### config.mk
export PLATFORM = sky130hd
export DESIGN_NAME = imem_loader
export DESIGN_NICKNAME = d
export VERILOG_FILES = /design/src/rtl/imem_loader.sv
export SDC_FILE = /design/constraint.sdc
export NUM_CORES = 1
export LEC_CHECK = 0
export ABC_CLOCK_PERIOD_IN_PS = 2200
export CORE_ASPECT_RATIO = 1.2
export CORE_UTILIZATION = 40
export DETAILED_ROUTE_END_ITERATION = 10
export SLEW_MARGIN = 20
export SYNTH_ARGS = -nofsm -noshare
export SYNTH_HDL_FRONTEND = slang
export SYNTH_SLANG_ARGS = --single-unit
### constraint.sdc
create_clock -name clk -period 2.2 [get_ports clk]
set_clock_uncertainty 0.1 [all_clocks]
set_input_delay 0.33 -clock clk [delete_from_list [all_inputs] [get_ports clk]]
set_output_delay 0.33 -clock clk [all_outputs]
set_load 0.005 [all_outputs]
### src/rtl/imem_loader.sv
// ---------------------------------------------------------------------------
// imem_loader
//   Boot-time writer for the instruction memory. A byte stream arriving over a
//   valid/ready handshake is parsed as a 16-bit little-endian word count N
//   followed by 4*N data bytes. Each group of four bytes is packed
//   little-endian into a 32-bit word and written to consecutive word addresses
//   starting at 0. The core is held in reset until a complete, legal image
//   has been written.
//
// Ports
//   clk         in   system clock, rising edge
//   rst         in   synchronous active-high reset
//   start       in   one-cycle pulse, begins a new load (ignored while busy)
//   byte_in     in   stream byte, sampled only on a transfer
//   byte_valid  in   byte_in is valid
//   byte_ready  out  loader accepts a byte this cycle
//   mem_we      out  instruction-memory write strobe, one cycle per word
//   mem_addr    out  word address of the write (holds when mem_we=0)
//   mem_wdata   out  word to write (holds when mem_we=0)
//   core_rst    out  reset to the core, low only once the image is loaded
//   busy        out  load in progress
//   done        out  image loaded, core released
//   err         out  length header larger than DEPTH
//   words_done  out  words written in the current load
// ---------------------------------------------------------------------------
`timescale 1ns/1ps
module imem_loader #(
  parameter int DEPTH  = 64,
  parameter int ADDR_W = 6
) (
  input  logic              clk,
  input  logic              rst,
  input  logic              start,
  input  logic [7:0]        byte_in,
  input  logic              byte_valid,
  output logic              byte_ready,
  output logic              mem_we,
  output logic [ADDR_W-1:0] mem_addr,
  output logic [31:0]       mem_wdata,
  output logic              core_rst,
  output logic              busy,
  output logic              done,
  output logic              err,
  output logic [15:0]       words_done
);

  typedef enum logic [2:0] {
    IDLE, LEN_LO, LEN_HI, DATA, WRITE, DONE, ERR
  } state_t;

  state_t      state;
  state_t      state_next;
  logic        xfer;
  logic        start_ok;
  logic [7:0]  len_lo;
  logic [15:0] len;
  logic [15:0] len_word;
  logic [15:0] words_inc;
  logic [1:0]  byte_cnt;
  logic [23:0] partial;

  assign xfer      = byte_valid && byte_ready;
  assign start_ok  = start && !busy;
  assign len_word  = {byte_in, len_lo};
  assign words_inc = words_done + 16'd1;

  assign mem_we   = (state == WRITE);
  assign busy     = (state == LEN_LO) || (state == LEN_HI) ||
                    (state == DATA)   || (state == WRITE);
  assign core_rst = (state != DONE);
  assign done     = (state == DONE);
  assign err      = (state == ERR);

  always_ff @(posedge clk) begin
    if (rst) state <= IDLE;
    else     state <= state_next;
  end

  always_comb begin
    state_next = state;
    byte_ready = 1'b0;
    case (state)
      IDLE: begin
        if (start) state_next = LEN_LO;
      end
      LEN_LO: begin
        byte_ready = 1'b1;
        if (byte_valid) state_next = LEN_HI;
      end
      LEN_HI: begin
        byte_ready = 1'b1;
        if (byte_valid) begin
          if (len_word == 16'd0)             state_next = DONE;
          else if (len_word > 16'(DEPTH))    state_next = ERR;
          else                               state_next = DATA;
        end
      end
      DATA: begin
        byte_ready = 1'b1;
        if (byte_valid && (byte_cnt == 2'd3)) state_next = WRITE;
      end
      WRITE: begin
        // words_done is 16 bits wide so the final increment to DEPTH cannot
        // overflow the comparison even when DEPTH == 2**ADDR_W.
        if (words_inc == len) state_next = DONE;
        else                  state_next = DATA;
      end
      DONE, ERR: begin
        if (start) state_next = LEN_LO;
      end
      default: state_next = IDLE;
    endcase
  end

  // Datapath: header capture, byte packing and write-side registers. The
  // write address/data are loaded on the fourth byte so they are stable for
  // the whole WRITE cycle and hold afterwards. words_done doubles as the word
  // index, since both advance together and are cleared together.
  always_ff @(posedge clk) begin
    if (rst) begin
      len_lo     <= '0;
      len        <= '0;
      byte_cnt   <= '0;
      partial    <= '0;
      mem_addr   <= '0;
      mem_wdata  <= '0;
      words_done <= '0;
    end else begin
      if (start_ok) begin
        byte_cnt   <= '0;
        words_done <= '0;
      end
      case (state)
        LEN_LO: if (xfer) len_lo <= byte_in;
        LEN_HI: if (xfer) len <= len_word;
        DATA: begin
          if (xfer) begin
            byte_cnt <= byte_cnt + 2'd1;
            case (byte_cnt)
              2'd0: partial[7:0]   <= byte_in;
              2'd1: partial[15:8]  <= byte_in;
              2'd2: partial[23:16] <= byte_in;
              default: begin
                mem_wdata <= {byte_in, partial};
                mem_addr  <= words_done[ADDR_W-1:0];
              end
            endcase
          end
        end
        WRITE: words_done <= words_inc;
        default: ;
      endcase
    end
  end

endmodule

==> out/qor.csv, run 1 <==
metric,value,unit
start_util,41.1,%
setup_viol_count_final,0,
critPathMaxFanout,10,
grt_max_degree,52,
portBuffers,71,
worst_setup_path_end_kind,output pin,
grt_pass1_vias,4348,
crit_arrival,1.68,ns
drtPass1Iterations,4,
fin_crit,2.11,ns
tightest_slew,0.517,ns
syn_nets,638,
relSlewSlack,65.6,%
fmax,473,MHz
p_leak,2.18,nW
worst_path_most_repeated_cell,inv_1,
crit_type,reg -> out,
drv_slew,0,
design_area,6280,um2
power_frac_clock,33.7,%
gp_congestion,0.938,
drtAntennaViolNets,0,
clk_latency,0.35,ns
syn_area,4760,um2
ir_drop,0.000412,V
ios,72,
yosysUniqueCellTypes,54,
placed_cell_area,5930,um2
ys_ff_latch,107,
wl,12900,um
cts_setup_buffers,0,
required,1.77,ns
p_switching,0.00142,W
power.sequential.fraction,43.9,%
dieArea,12300,um2
fin_util,54.3,%
drive_gt1_share,13.5,%
drtIter0Drc,230,
yosysSeqAreaShare,45.0,%
cts_root_buffer,clkbuf_16,
numCtsBuffers,9,
powerDensity,767,nW/um2
clk_pin_slew_worst_paths,0.07,ns
vias_per_cell,5.20,
grt_overflow,0,
fill_cells,1111,
antenna_found_initial,0,
finalNetCount,734,
syn_to_final_growth,32.0,%
hold_viol_final,0,
post_drt_wl_per_cell,14.7,um
finalCritPeriodShare,96.1,%
ctsHoldBuffers,0,
post-route-drc-count,0,
syn-mean-instance-area,7.67,um2
holdWs,0.320,ns
clock_sinks,107,
switching_share,29.6,%
core_area,11600,um2
cts_buffer_depth,2,
dieHeight,121,um
critPathLaunchType,register,
crit_slowest_cell,clkdlybuf4s50_1,
final_cell_mix,"nand2_1 (167), a21oi_1 (111), dfxtp_1 (103)",
via_count,4568,
cts-htree-levels,3,
maxCapViolations,0,
syn_inst,620,
internal_power,0.00339,W
cts_tree,built,
grt_first_pass_wirelength,21400,um
worstPathCellList,inv_1 > nand3_2 > inv_1 > clkdlybuf4s50_1,
final_common_cell,nand2_1,
diodes,0,
p_total,0.00482,W
holdCritPathClass,in -> reg,
grt_use_total,22.4,%
yosys_warnings,0,
p_comb_share,22.4,%
outcome,completed,
slowest_delay,0.50,ns
dpl.hpwl,9170,um
die_x,102,um
rows,43,
synthesized netlist by cell type (all sizes together):
cell type,number,area [um2]
nand2,167,627
a21oi,112,561
dfxtp,107,2140
nand3,34,170
clkbuf,33,134
nor2,29,109
o21ai,16,80.1
xnor2,14,123
buf,12,68.8
nor3,9,50.1
inv,8,30.0
nand4,7,65.1
nor4,7,56.3
xor2,7,61.3
ha,6,75.1
and2,5,31.3
nand3b,5,37.5
nor2b,4,25.0
a311oi,3,26.3
nand2b,3,18.8
o221ai,3,26.3
or3,3,18.8
or4,3,26.3
a21o,2,16.3
and4,2,18.8
nor4b,2,23.8
o211ai,2,15.0
o21a,2,15.0
a2111oi,1,8.76
a211oi,1,7.51
a221oi,1,8.76
a2bb2oi,1,8.76
a31o,1,8.76
a31oi,1,6.26
a41oi,1,8.76
and3,1,6.26
mux2i,1,10.0
nand4b,1,8.76
o21bai,1,7.51
o2bb2ai,1,8.76
or2,1,6.26
cells by family (layout without fill, tap and decap cells):
logic type	Yosys count	in the layout	share of synthesized area [%]
and+or+nand+nor	283	283	27.3
AOI/OAI and AO/OA	149	149	17.1
DFF	107	107	45.0
buffers and inverters	53	154	4.89
xor gates and xnor gates	21	21	3.87
adders and majority gates	6	6	1.58
muxes	1	1	0.210
sequential cells by signal, summed over array words and instances, names as in the netlist:
name	flops
len_lo	8
state	3
mem_wdata	32
mem_addr	6
words_done	16
len	16
byte_cnt	2
partial	24
metal layers:
layer	global-route usage, %	share of wire, %
met1	28.7	45
met2	36.1	47
met3	3.92	4.6
met4	10.8	3.3
met5	0	0
power by group through the flow:
| stage | Clock (W) | Combinational (W) | Sequential, W |
|---|---|---|---|
| finish | 0.00162 | 0.00108 | 0.00211 |
| CTS | 0.00167 | 0.00105 | 0.00211 |
| floorplan | 0 | 0.000636 | 0.00210 |
| detailed placement | 0 | 0.00105 | 0.00215 |
| global route | 0.00175 | 0.00120 | 0.00212 |
| global placement | 0 | 0.00104 | 0.00214 |
final timing paths:
path,end,slack [ns],cells past startpoint,start
max,mem_we,0.09,4,state[1]
min,words_done[9],0.32,2,rst
max reg2reg,state[1],0.11,6,words_done[2]
min reg2reg,mem_wdata[19],0.36,2,mem_wdata[19]
timing repair:
item / in CTS / in global routing
setup endpoints to repair: 2 / 5
gates resized for setup: 1 / 12
pin swaps: 0 / 1
final cells by class:
| type | instances | area, um2 | area share (%) |
|---|---|---|---|
| multi-input cells | 460 | 2430 | 38.7 |
| flip-flops and latches | 107 | 2150 | 34.2 |
| repair buffers | 130 | 1180 | 18.7 |
| clock buffers | 10 | 229 | 3.65 |
| well taps | 157 | 196 | 3.13 |
| clock inverters | 6 | 71.3 | 1.14 |
| inverters | 8 | 30.0 | 0.478 |
metrics by stage:
stage	setup TNS, ns	setup WS [ns]	cells
after detailed placement	-0.0105	-0.0105	862
after CTS	0	0.00103	878
after global routing	-0.0394	-0.0346	878
final	0	0.0867	878
after global placement	-0.0601	-0.0601	862
after floorplan	0	0.0782	620
worst max-delay path, delay by kind of cell (launching register included):
| kind | cells | cell delay (ns) |
|---|---|---|
| buffers and inverters | 3 | 0.78 |
| flip-flops | 1 | 0.38 |
| AND/OR/NAND/NOR | 1 | 0.18 |
(Power assumes the default switching activity.)
==> run 2: changes to the inputs <==
--- a/config.mk
+++ b/config.mk
@@ -8,7 +8,9 @@
 export ABC_CLOCK_PERIOD_IN_PS = 2200
 export CORE_ASPECT_RATIO = 1.2
 export CORE_UTILIZATION = 40
+export CTS_CLUSTER_SIZE = 28
 export DETAILED_ROUTE_END_ITERATION = 10
+export PLACE_DENSITY = 0.74
 export SLEW_MARGIN = 20
 export SYNTH_ARGS = -nofsm -noshare
 export SYNTH_HDL_FRONTEND = slang
==> out/qor.csv, run 2 (synthesized netlist as in run 1, its figures left out) <==
metric,value,unit,change
dieArea,12300,um2,unchanged
cts-htree-levels,3,,unchanged
post_drt_wl_per_cell,14.5,um,was 14.7 um
post-route-drc-count,0,,unchanged
start_util,41.1,%,unchanged
p_switching,0.00138,W,was 0.00142 W
rsz0062_at_grt,true,,
antenna_found_initial,0,,unchanged
clk_pin_slew_worst_paths,0.07,ns,about the same
p_comb_share,22.5,%,was 22.4%
fmax,470,MHz,was 473 MHz
numCtsBuffers,9,,unchanged
vias_per_cell,5.23,,was 5.20
die_x,102,um,unchanged
clock_sinks,107,,unchanged
wl,12700,um,was 12900 um
critPathLaunchType,register,,unchanged
dr_wl_met2,6110,um,was 6100 um
largestRegisters,"mem_wdata: 32 flops, partial: 24 flops",,unchanged
routed-wl-met3,660,um,was 597 um
power_frac_clock,31.9,%,was 33.7%
internal_power,0.00327,W,was 0.00339 W
place_ws,-0.131,ns,was -0.0105 ns
crit_arrival,1.70,ns,was 1.68 ns
syn_to_final_growth,32.1,%,was 32.0%
clk_latency,0.35,ns,about the same
cts_tree,built,,unchanged
dieHeight,121,um,unchanged
endpoint,mem_we,,unchanged
ff2ff_setup_slack,0.08,ns,was 0.11 ns
finalNetCount,733,,was 734
worst_setup_path_end_kind,output pin,,unchanged
cts_buffer_depth,2,,unchanged
via_count,4584,,was 4568
drive_gt1_share,13.5,%,about the same
critPathLaunch,state[0],,was state[1]
core_area,11600,um2,unchanged
critPathMaxFanout,12,,was 10
fin_ws,0.0724,ns,was 0.0867 ns
grt_use_total,21.2,%,was 22.4%
min-delay-start,rst,,unchanged
crit_type,reg -> out,,unchanged
cts_root_buffer,clkbuf_16,,unchanged
powerDensity,741,nW/um2,was 767 nW/um2
finalCritPeriodShare,96.7,%,was 96.1%
gp_congestion,0.883,,was 0.938
worstRegToRegCells,8,,was 6
ctsHoldBuffers,0,,unchanged
ios,72,,unchanged
reg2reg_from,words_done[1],,was words_done[2]
worstReg2RegEnd,state[1],,unchanged
largest_reg_flops,32,,unchanged
grt_first_pass_wirelength,20400,um,was 21400 um
drt-met1-wl,5560,um,was 5750 um
drv_slew,0,,unchanged
switching_share,29.7,%,was 29.6%
fin_crit,2.13,ns,was 2.11 ns
tightest_slew,0.536,ns,was 0.517 ns
rows,43,,unchanged
maxCapViolations,0,,unchanged
setup_viol_count_final,0,,unchanged
drtIter0Drc,357,,was 230
grt_max_degree,40,,was 52
final.setup.tns,0,ns,unchanged
required,1.77,ns,about the same
drtPass1Iterations,5,,was 4
holdWs,0.345,ns,was 0.320 ns
hold_viol_final,0,,unchanged
grt_pass1_vias,4280,,was 4348
highest_layer,met4,,unchanged
final_common_cell,nand2_1,,unchanged
portBuffers,71,,unchanged
dpl.hpwl,9220,um,was 9170 um
grt_overflow,0,,unchanged
final_cell_mix,"nand2_1 (167), a21oi_1 (111), dfxtp_1 (102)",,"was nand2_1 (167), a21oi_1 (111), dfxtp_1 (103)"
p_leak,2.18,nW,about the same
holdCritPathClass,in -> reg,,unchanged
regMostFlops,mem_wdata,,unchanged
outcome,completed,,unchanged
relSlewSlack,64.2,%,was 65.6%
diodes,0,,unchanged
power.sequential.fraction,45.6,%,was 43.9%
drtAntennaViolNets,0,,unchanged
ir_drop,0.000455,V,was 0.000412 V
[run 2: changes by cell type in the layout (fill, tap and decap cells not counted), moves of 2 or more]
cell	change
buf_4	-5
clkinv_2	+2
buf_6	+2
dfxtp_4	+2
[run 2: worst min-delay path by stage]
stage,to,depth (start not counted)
3_3_place_gp,mem_addr[3],2
5_1_grt,byte_cnt[1],2
2_1_floorplan,mem_wdata[0],2
4_1_cts,byte_cnt[1],2
6_report,byte_cnt[1],2
3_5_place_dp,mem_wdata[2],2
[run 2: final cells by class]
type / count / area [um2]
Tap cell: 157 / 196
Fill cell: 1088 / 5290
Clock inverter: 4 / 26.3
Sequential cell: 107 / 2150
Multi-Input combinational cell: 460 / 2450
Clock buffer: 11 / 243
Timing Repair Buffer: 129 / 1190
Inverter: 8 / 30.0
[run 2: repair_timing]
item | 4_1_cts | 5_1_grt
gates resized for setup | 4 | 16
gates cloned | 0 | 0
setup buffers | 0 | 3
pin swaps | 0 | 10
endpoints found under the setup margin | 3 | 5
[run 2: power groups by stage]
stage | clock [W] | combinational (W) | sequential, W
2_1_floorplan | 0 | 0.000636 | 0.00210
3_3_place_gp | 0 | 0.000962 | 0.00215
3_5_place_dp | 0 | 0.000983 | 0.00216
4_1_cts | 0.00151 | 0.000993 | 0.00211
5_1_grt | 0.00159 | 0.00116 | 0.00213
6_report | 0.00149 | 0.00105 | 0.00212
[run 2: metrics by stage]
| stage | std cells | total power (W) | area [um2] | util, % |
|---|---|---|---|---|
| after CTS | 873 | 0.00462 | 6190 | 53.5 |
| after detailed placement | 858 | 0.00314 | 5910 | 51.1 |
| after floorplan | 620 | 0.00273 | 4760 | - |
| after global routing | 876 | 0.00488 | 6280 | 54.3 |
| after global placement | 858 | 0.00311 | 5910 | 51.1 |
| final | 876 | 0.00466 | 6280 | 54.3 |
[run 2: critical path, cell delays in order, from the launching register on]
cell             delay, ns
dfxtp_2               0.39
inv_1                 0.16
nand3_1               0.18
inv_1                 0.12
clkdlybuf4s50_1       0.50
[run 2: layer usage]
| metal | GRT usage, % | up-vias |
|---|---|---|
| li1 | - | 2293 |
| met1 | 25.7 | 2126 |
| met2 | 35.1 | 135 |
| met3 | 5.70 | 30 |
| met4 | 8.51 | 0 |
| met5 | 0 | - |
